### config.mk
export PLATFORM = sky130hd
export DESIGN_NAME = periph_bridge_flat
export DESIGN_NICKNAME = d
export VERILOG_FILES = /design/src/rtl/periph_bridge_pkg.sv /design/src/rtl/periph_bridge_if.sv /design/src/rtl/periph_bridge_irq_capture.sv /design/src/rtl/periph_bridge.sv /design/src/flat_wrapper.sv
export SDC_FILE = /design/constraint.sdc
export NUM_CORES = 1
export LEC_CHECK = 0
export CAP_MARGIN = 0
export CORE_UTILIZATION = 44
export DETAILED_ROUTE_END_ITERATION = 12
export PLACE_DENSITY = 0.86
export SYNTH_ARGS = -nofsm -noshare
export SYNTH_HDL_FRONTEND = slang
export SYNTH_SLANG_ARGS = --single-unit
### constraint.sdc
create_clock -name clk -period 9.2 [get_ports clk]
set_input_delay 1.84 -clock clk [delete_from_list [all_inputs] [get_ports clk]]
set_output_delay 1.84 -clock clk [all_outputs]
set_load 0.05 [all_outputs]
### src/rtl/periph_bridge_pkg.sv
// periph_bridge_pkg: definitions shared by the peripheral bridge and its
// interrupt-capture block.
//   state_t        - bridge access FSM encoding (STATE_IDLE/ACCESS/RESP)
//   sel_t          - address decode result
//   *_BASE_DEF     - default byte base addresses of the decoded windows
//   IRQ_*          - bit positions of the interrupt sources in PEND/MASK/hwint
//   PEND_OFF/MASK_OFF - byte offsets of the bridge registers from IRQ_BASE
//   decode()       - maps a word address onto a target
package periph_bridge_pkg;

    typedef enum logic [1:0] {
        STATE_IDLE   = 2'd0,
        STATE_ACCESS = 2'd1,
        STATE_RESP   = 2'd2
    } state_t;

    typedef enum logic [2:0] {
        SEL_NONE = 3'd0,
        SEL_TC0  = 3'd1,
        SEL_TC1  = 3'd2,
        SEL_PEND = 3'd3,
        SEL_MASK = 3'd4
    } sel_t;

    localparam logic [31:0] TC0_BASE_DEF = 32'h0000_7F00;
    localparam logic [31:0] TC1_BASE_DEF = 32'h0000_7F10;
    localparam logic [31:0] IRQ_BASE_DEF = 32'h0000_7F20;

    localparam int IRQ_TC0 = 0;
    localparam int IRQ_TC1 = 1;
    localparam int IRQ_EXT = 2;

    localparam int PEND_OFF = 0;
    localparam int MASK_OFF = 4;

    // Each timer window holds three words (ctrl, preset, count); the fourth
    // word of the 16-byte stride is deliberately left unmapped. The unsigned
    // subtraction wraps for addresses below the base, so one compare covers
    // both ends of the window.
    function automatic sel_t decode(input logic [29:0] word,
                                    input logic [29:0] tc0_word,
                                    input logic [29:0] tc1_word,
                                    input logic [29:0] irq_word);
        logic [29:0] off0;
        logic [29:0] off1;
        off0 = word - tc0_word;
        off1 = word - tc1_word;
        if (off0 < 30'd3)
            return SEL_TC0;
        else if (off1 < 30'd3)
            return SEL_TC1;
        else if (word == irq_word + 30'(PEND_OFF / 4))
            return SEL_PEND;
        else if (word == irq_word + 30'(MASK_OFF / 4))
            return SEL_MASK;
        else
            return SEL_NONE;
    endfunction

endpackage

### src/rtl/periph_bridge_if.sv
// periph_bridge_if: CPU-side request/response bus of the peripheral bridge.
//   req/addr/we/wdata - request, driven by the CPU (master)
//   ready/rdata/err   - completion, driven by the bridge (slave)
// Handshake: the master raises req with addr/we/wdata and holds all four
// stable until it sees ready=1. ready is a single-cycle pulse; rdata and err
// are only meaningful in that cycle. The bridge samples req only while idle,
// so req may already be high again during the ready cycle.
interface periph_bridge_if;
    logic        req;
    logic [31:0] addr;
    logic        we;
    logic [31:0] wdata;
    logic        ready;
    logic [31:0] rdata;
    logic        err;

    modport master (
        output req, addr, we, wdata,
        input  ready, rdata, err
    );

    modport slave (
        input  req, addr, we, wdata,
        output ready, rdata, err
    );
endinterface

### src/rtl/periph_bridge_irq_capture.sv
// periph_bridge_irq_capture: rising-edge capture of device interrupt lines
// into write-1-to-clear pending bits, a mask register, and the masked
// hardware interrupt vector to the CPU.
//   clk, reset           - clock, async active-high reset
//   tc0_irq/tc1_irq/ext_irq - device interrupt levels
//   pend_wr, mask_wr     - register write strobes (one cycle)
//   wr_data              - low three bits of the write data
//   pend, mask           - register contents (for bus reads)
//   hwint                - {3'b000, pend & mask}
module periph_bridge_irq_capture
    import periph_bridge_pkg::*;
(
    input  logic       clk,
    input  logic       reset,
    input  logic       tc0_irq,
    input  logic       tc1_irq,
    input  logic       ext_irq,
    input  logic       pend_wr,
    input  logic       mask_wr,
    input  logic [2:0] wr_data,
    output logic [2:0] pend,
    output logic [2:0] mask,
    output logic [5:0] hwint
);

    logic [2:0] irq_in;
    logic [2:0] irq_q;
    logic [2:0] rise;
    logic [2:0] clr;

    always_comb begin
        irq_in          = '0;
        irq_in[IRQ_TC0] = tc0_irq;
        irq_in[IRQ_TC1] = tc1_irq;
        irq_in[IRQ_EXT] = ext_irq;
    end

    assign rise = irq_in & ~irq_q;
    assign clr  = pend_wr ? wr_data : 3'b000;

    // Clear is applied before set so a new edge arriving with a W1C write
    // of the same bit is not lost.
    always_ff @(posedge clk or posedge reset) begin
        if (reset) begin
            irq_q <= '0;
            pend  <= '0;
            mask  <= 3'b111;
        end else begin
            irq_q <= irq_in;
            pend  <= (pend & ~clr) | rise;
            if (mask_wr)
                mask <= wr_data;
        end
    end

    assign hwint = {3'b000, pend & mask};

endmodule

### src/rtl/periph_bridge.sv
// periph_bridge: CPU-side initiator for the memory-mapped peripheral bus.
// Decodes CPU byte addresses onto two timer/counter windows and the bridge's
// own PEND/MASK registers, runs each access as IDLE -> ACCESS -> RESP, and
// returns registered read data with a one-cycle ready pulse.
//   clk, reset          - clock, async active-high reset
//   cpu                 - CPU request/response bus (slave side)
//   dev_addr, dev_wdata - word address and write data to the devices
//   tc0_we, tc1_we      - device write strobes, high for the ACCESS cycle
//   tc0_rdata, tc1_rdata - combinational device read data
//   tc0_irq, tc1_irq, ext_irq - device interrupt levels
//   hwint               - masked hardware interrupt lines
//   state_dbg           - current FSM state
module periph_bridge
    import periph_bridge_pkg::*;
#(
    parameter logic [31:0] TC0_BASE = TC0_BASE_DEF,
    parameter logic [31:0] TC1_BASE = TC1_BASE_DEF,
    parameter logic [31:0] IRQ_BASE = IRQ_BASE_DEF
) (
    input  logic        clk,
    input  logic        reset,
    periph_bridge_if.slave cpu,
    output logic [29:0] dev_addr,
    output logic [31:0] dev_wdata,
    output logic        tc0_we,
    output logic        tc1_we,
    input  logic [31:0] tc0_rdata,
    input  logic [31:0] tc1_rdata,
    input  logic        tc0_irq,
    input  logic        tc1_irq,
    input  logic        ext_irq,
    output logic [5:0]  hwint,
    output state_t      state_dbg
);

    state_t      state;
    sel_t        sel_d;
    sel_t        sel_q;
    logic        we_q;
    logic [31:0] rd_mux;
    logic [2:0]  pend;
    logic [2:0]  mask;
    logic        pend_wr;
    logic        mask_wr;
    logic        unused_addr_bits;

    // Byte-lane bits play no part in decode or in the device word address.
    assign unused_addr_bits = ^cpu.addr[1:0];

    assign sel_d = decode(cpu.addr[31:2], TC0_BASE[31:2], TC1_BASE[31:2],
                          IRQ_BASE[31:2]);

    assign pend_wr = (state == STATE_ACCESS) && we_q && (sel_q == SEL_PEND);
    assign mask_wr = (state == STATE_ACCESS) && we_q && (sel_q == SEL_MASK);

    always_comb begin
        rd_mux = '0;
        case (sel_q)
            SEL_TC0:  rd_mux = tc0_rdata;
            SEL_TC1:  rd_mux = tc1_rdata;
            SEL_PEND: rd_mux = {29'b0, pend};
            SEL_MASK: rd_mux = {29'b0, mask};
            default:  rd_mux = '0;
        endcase
    end

    // dev_addr/dev_wdata are loaded on acceptance, so they are already
    // stable while the strobe is high in ACCESS. ready and the strobes
    // default low every cycle and are only raised on the transition that
    // opens the cycle they belong to.
    always_ff @(posedge clk or posedge reset) begin
        if (reset) begin
            state     <= STATE_IDLE;
            cpu.ready <= 1'b0;
            cpu.rdata <= '0;
            cpu.err   <= 1'b0;
            tc0_we    <= 1'b0;
            tc1_we    <= 1'b0;
            dev_addr  <= '0;
            dev_wdata <= '0;
            sel_q     <= SEL_NONE;
            we_q      <= 1'b0;
        end else begin
            cpu.ready <= 1'b0;
            tc0_we    <= 1'b0;
            tc1_we    <= 1'b0;
            case (state)
                STATE_IDLE: begin
                    if (cpu.req) begin
                        we_q  <= cpu.we;
                        sel_q <= sel_d;
                        if (sel_d == SEL_NONE) begin
                            state     <= STATE_RESP;
                            cpu.ready <= 1'b1;
                            cpu.err   <= 1'b1;
                            cpu.rdata <= '0;
                        end else begin
                            state     <= STATE_ACCESS;
                            dev_addr  <= cpu.addr[31:2];
                            dev_wdata <= cpu.wdata;
                            tc0_we    <= cpu.we && (sel_d == SEL_TC0);
                            tc1_we    <= cpu.we && (sel_d == SEL_TC1);
                        end
                    end
                end
                STATE_ACCESS: begin
                    cpu.rdata <= we_q ? '0 : rd_mux;
                    cpu.ready <= 1'b1;
                    state     <= STATE_RESP;
                end
                STATE_RESP: begin
                    cpu.err <= 1'b0;
                    state   <= STATE_IDLE;
                end
                default: state <= STATE_IDLE;
            endcase
        end
    end

    periph_bridge_irq_capture u_irq (
        .clk     (clk),
        .reset   (reset),
        .tc0_irq (tc0_irq),
        .tc1_irq (tc1_irq),
        .ext_irq (ext_irq),
        .pend_wr (pend_wr),
        .mask_wr (mask_wr),
        .wr_data (dev_wdata[2:0]),
        .pend    (pend),
        .mask    (mask),
        .hwint   (hwint)
    );

    assign state_dbg = state;

endmodule

### src/flat_wrapper.sv
// flat-port wrapper written by rule: the top's interface ports become plain ports
module periph_bridge_flat import periph_bridge_pkg::*;
#(
    parameter logic [31:0] TC0_BASE = TC0_BASE_DEF,
    parameter logic [31:0] TC1_BASE = TC1_BASE_DEF,
    parameter logic [31:0] IRQ_BASE = IRQ_BASE_DEF
)
  (clk, reset, dev_addr, dev_wdata, tc0_we, tc1_we, tc0_rdata, tc1_rdata, tc0_irq, tc1_irq, ext_irq, hwint, state_dbg, cpu_req, cpu_addr, cpu_we, cpu_wdata, cpu_ready, cpu_rdata, cpu_err);
  periph_bridge_if cpu_i ();
  input  logic clk;
  input  logic reset;
  output logic [29:0] dev_addr;
  output logic [31:0] dev_wdata;
  output logic tc0_we;
  output logic tc1_we;
  input  logic [31:0] tc0_rdata;
  input  logic [31:0] tc1_rdata;
  input  logic tc0_irq;
  input  logic tc1_irq;
  input  logic ext_irq;
  output logic [5:0] hwint;
  output state_t state_dbg;
  input wire logic [$bits(cpu_i.req)-1:0] cpu_req;
  input wire logic [$bits(cpu_i.addr)-1:0] cpu_addr;
  input wire logic [$bits(cpu_i.we)-1:0] cpu_we;
  input wire logic [$bits(cpu_i.wdata)-1:0] cpu_wdata;
  output wire logic [$bits(cpu_i.ready)-1:0] cpu_ready;
  output wire logic [$bits(cpu_i.rdata)-1:0] cpu_rdata;
  output wire logic [$bits(cpu_i.err)-1:0] cpu_err;
  assign cpu_i.req = cpu_req;
  assign cpu_i.addr = cpu_addr;
  assign cpu_i.we = cpu_we;
  assign cpu_i.wdata = cpu_wdata;
  assign cpu_ready = cpu_i.ready;
  assign cpu_rdata = cpu_i.rdata;
  assign cpu_err = cpu_i.err;
  periph_bridge #(.TC0_BASE(TC0_BASE), .TC1_BASE(TC1_BASE), .IRQ_BASE(IRQ_BASE)) u_core (.clk(clk), .reset(reset), .cpu(cpu_i), .dev_addr(dev_addr), .dev_wdata(dev_wdata), .tc0_we(tc0_we), .tc1_we(tc1_we), .tc0_rdata(tc0_rdata), .tc1_rdata(tc1_rdata), .tc0_irq(tc0_irq), .tc1_irq(tc1_irq), .ext_irq(ext_irq), .hwint(hwint), .state_dbg(state_dbg));
endmodule
==> impl_metrics.json <==
{
  "timing.critical_path.from_type": "input pin",
  "synth-simple-area-share_pct": 15.9,
  "grt_pass1_vias": 4769,
  "critical_path.max_fanout": 62,
  "fp-row-count": 38,
  "cts_setup_buffers": 0,
  "end_kind": "flop",
  "power_mw": 1.23,
  "wl_per_cell_um": 17.3,
  "synth_adder_area_share_pct": 0,
  "synthFlopType": "dfrtp_1",
  "vias_per_cell": 5.36,
  "hold_viol_final": 0,
  "drive_above_1_share_pct": 12.2,
  "grt_pass1_wl_um": 23000,
  "slowest_stage": "or4_4",
  "synth-xor-area-share_pct": 0.174,
  "chipHeight_um": 109,
  "final-setup-viol-count": 0,
  "finalMaxSlewViolations": 0,
  "ys_types": 46,
  "route.antenna.remaining_nets": 0,
  "path_cells": "clkdlybuf4s50_1, or4_4, or4_1, a211o_1, or4b_4, o22ai_4, buf_4, mux2_2",
  "grt_use_total_pct": 25.3,
  "finClkSkew_ns": 0.0150,
  "wirelength_um": 15000,
  "power.density_nw_per_um2": 153,
  "place_hpwl_um": 10900,
  "clk_pin_slew_worst_paths_ns": 0.06,
  "maxCapViolations": 0,
  "status": "finished, final reports clean",
  "slew-limit-headroom_pct": 17.5,
  "dieArea_um2": 11900,
  "synth_compound_area_share_pct": 13.3,
  "synth.avg_cell_area_um2": 10.5,
  "synth_common_cells": "dfrtp_1, nand2_1, o21ai_0, mux2_2, nor2_1",
  "netlist.area_leader.share_pct": 54.6,
  "yosysSeqAreaShare_pct": 56.2,
  "cts.sink_count": 113,
  "cp.arrival_ns": 5.38,
  "syn_to_final_growth_pct": 59.1,
  "crit_buf_inv": 2,
  "path_class": "in -> reg",
  "yosysTopAreaCell": "dfrtp_1",
  "clockBufferDepth": 2,
  "rsz0062_at_grt": "false",
  "drt_iter0_markers": 294,
  "cts_buffers": 17,
  "fmax_mhz": 196,
  "tightest_slew_ns": 1.24,
  "syn_area_um2": 5040,
  "htree_num_levels": 4,
  "fin_nets": 850,
  "antenna_found_initial": 0,
  "routabilityCongestion": 0.934,
  "start_util_pct": 45.9,
  "period_share_pct": 55.5,
  "cts.repair.resized": 0,
  "num_vias": 4650,
  "grt_overflow_total": 0,
  "yosysWarnings": 0,
  "io_pins": 241,
  "stdcell_count": 868,
  "yosysMostFrequentCell": "dfrtp_1",
  "numPortBuffers": 235,
  "grt_max_degree": 63,
  "synthArstFlopShare_pct": 100,
  "firstDrtPassIters": 5,
  "hp-class": "reg -> reg",
  "regToRegSetupSlack_ns": 6.79,
  "synth_seq_cells": 113,
  "period_minus_slack_ns": 5.11,
  "drc": 0,
  "syn_inst": 482,
  "antenna_cells": 0,
  "insertion_delay_ns": 0.40,
  "max-vdd-ir-drop_mv": 0.0921,
  "setup_tns_ns": 0,
  "synth_top_family_by_area": "simple AND/OR/NAND/NOR gates",
  "holdBufCountCts": 0,
  "core_um2": 11000,
  "dp_cells": 836,
  "synth_edf_count": 0,
  "post-route-util_pct": 73.0,
  "cts-root-buf": "clkbuf_16",
  "critPathTopFamily": "simple AND/OR/NAND/NOR gates",
  "synth_area_leaders": "dfrtp_1, mux2_2, nand2_1",
  "chipWidth_um": 109,
  "synth_mux_area_share_pct": 9.48,
  "critPathMaxStageDelay_ns": 0.60,
  "required_ns": 9.47,
  "power_leakage_nw": 3.52,
  "cts_tree": "built"
}
sequential cells by signal, indices dropped and copies added (netlist names), 2 cells and up:
register and cells:
u_core.u_irq.pend 3, u_core.dev_wdata 32, u_core.sel_q 3, u_core.u_irq.mask 3, u_core.state_dbg 2, u_core.cpu.rdata 32, u_core.dev_addr 30, u_core.u_irq.irq_q 3
worst paths after layout:
kind	startpoint	end	depth (start not counted)
setup / recovery	cpu_addr[6]	u_core.dev_wdata[27]	8
hold / removal	u_core.u_irq.irq_q[2]	u_core.u_irq.pend[2]	1
setup reg to reg	u_core.state_dbg[1]	u_core.dev_wdata[27]	7
hold reg to reg	u_core.u_irq.irq_q[2]	u_core.u_irq.pend[2]	1
max in group asynchronous	reset	u_core.cpu.rdata[23]	3
min in group asynchronous	reset	u_core.dev_wdata[22]	2
cell type report:
type,count,area [um^2]
Clock buffer,20,457
Timing Repair Buffer,239,2380
Multi-Input combinational cell,316,1980
Tap cell,140,175
Inverter,28,108
Sequential cell,113,2830
Clock inverter,12,86.3
Fill cell,778,2960
logic make-up after synthesis:
| group | after synthesis |
|---|---|
| AND/OR/NAND/NOR | 173 |
| buffers and inverters | 55 |
| XOR/XNOR | 1 |
| flip-flops | 113 |
| AO/OA/AOI/OAI | 96 |
| multiplexers | 43 |
| other | 1 |
routing by layer:
| layer | track usage (%) | up-vias | wire length, um |
|---|---|---|---|
| met2 | 46.5 | 219 | 8010 |
| met1 | 27.5 | 2250 | 5580 |
| li1 | - | 2149 | - |
| met4 | 10.0 | 0 | 261 |
| met5 | 0 | - | 0 |
| met3 | 6.58 | 32 | 1140 |
report_power, final:
| group | internal, mW | leakage (nW) | switching (mW) | total [mW] |
|---|---|---|---|---|
| Sequential | 0.501 | 1.43 | 0.00425 | 0.505 |
| Combinational | 0.0727 | 1.84 | 0.0622 | 0.135 |
| Clock | 0.358 | 0.250 | 0.230 | 0.588 |
placed cells by master, fill, tap and decap left out, drive strengths merged, types with 7 or more instances in the layout:
master	count
a22o	29
clkbuf	20
clkdlybuf4s50	235
dfrtp	110
inv	29
mux2	38
nand2	81
nor2	31
nor3	11
nor4	7
o21ai	43
or2	9
through the flow:
| stage | hold WS [ns] | cell area [um^2] | worst slack (ns) |
|---|---|---|---|
| after floorplan | 0.400 | 5050 | 4.38 |
| after global placement | 0.409 | 7480 | 3.86 |
| after detailed placement | 0.413 | 7480 | 3.74 |
| after CTS | 0.426 | 8020 | 4.16 |
| after global routing | 0.448 | 8020 | 3.99 |
| final | 0.424 | 8020 | 4.09 |
(Power assumes the default switching activity.)
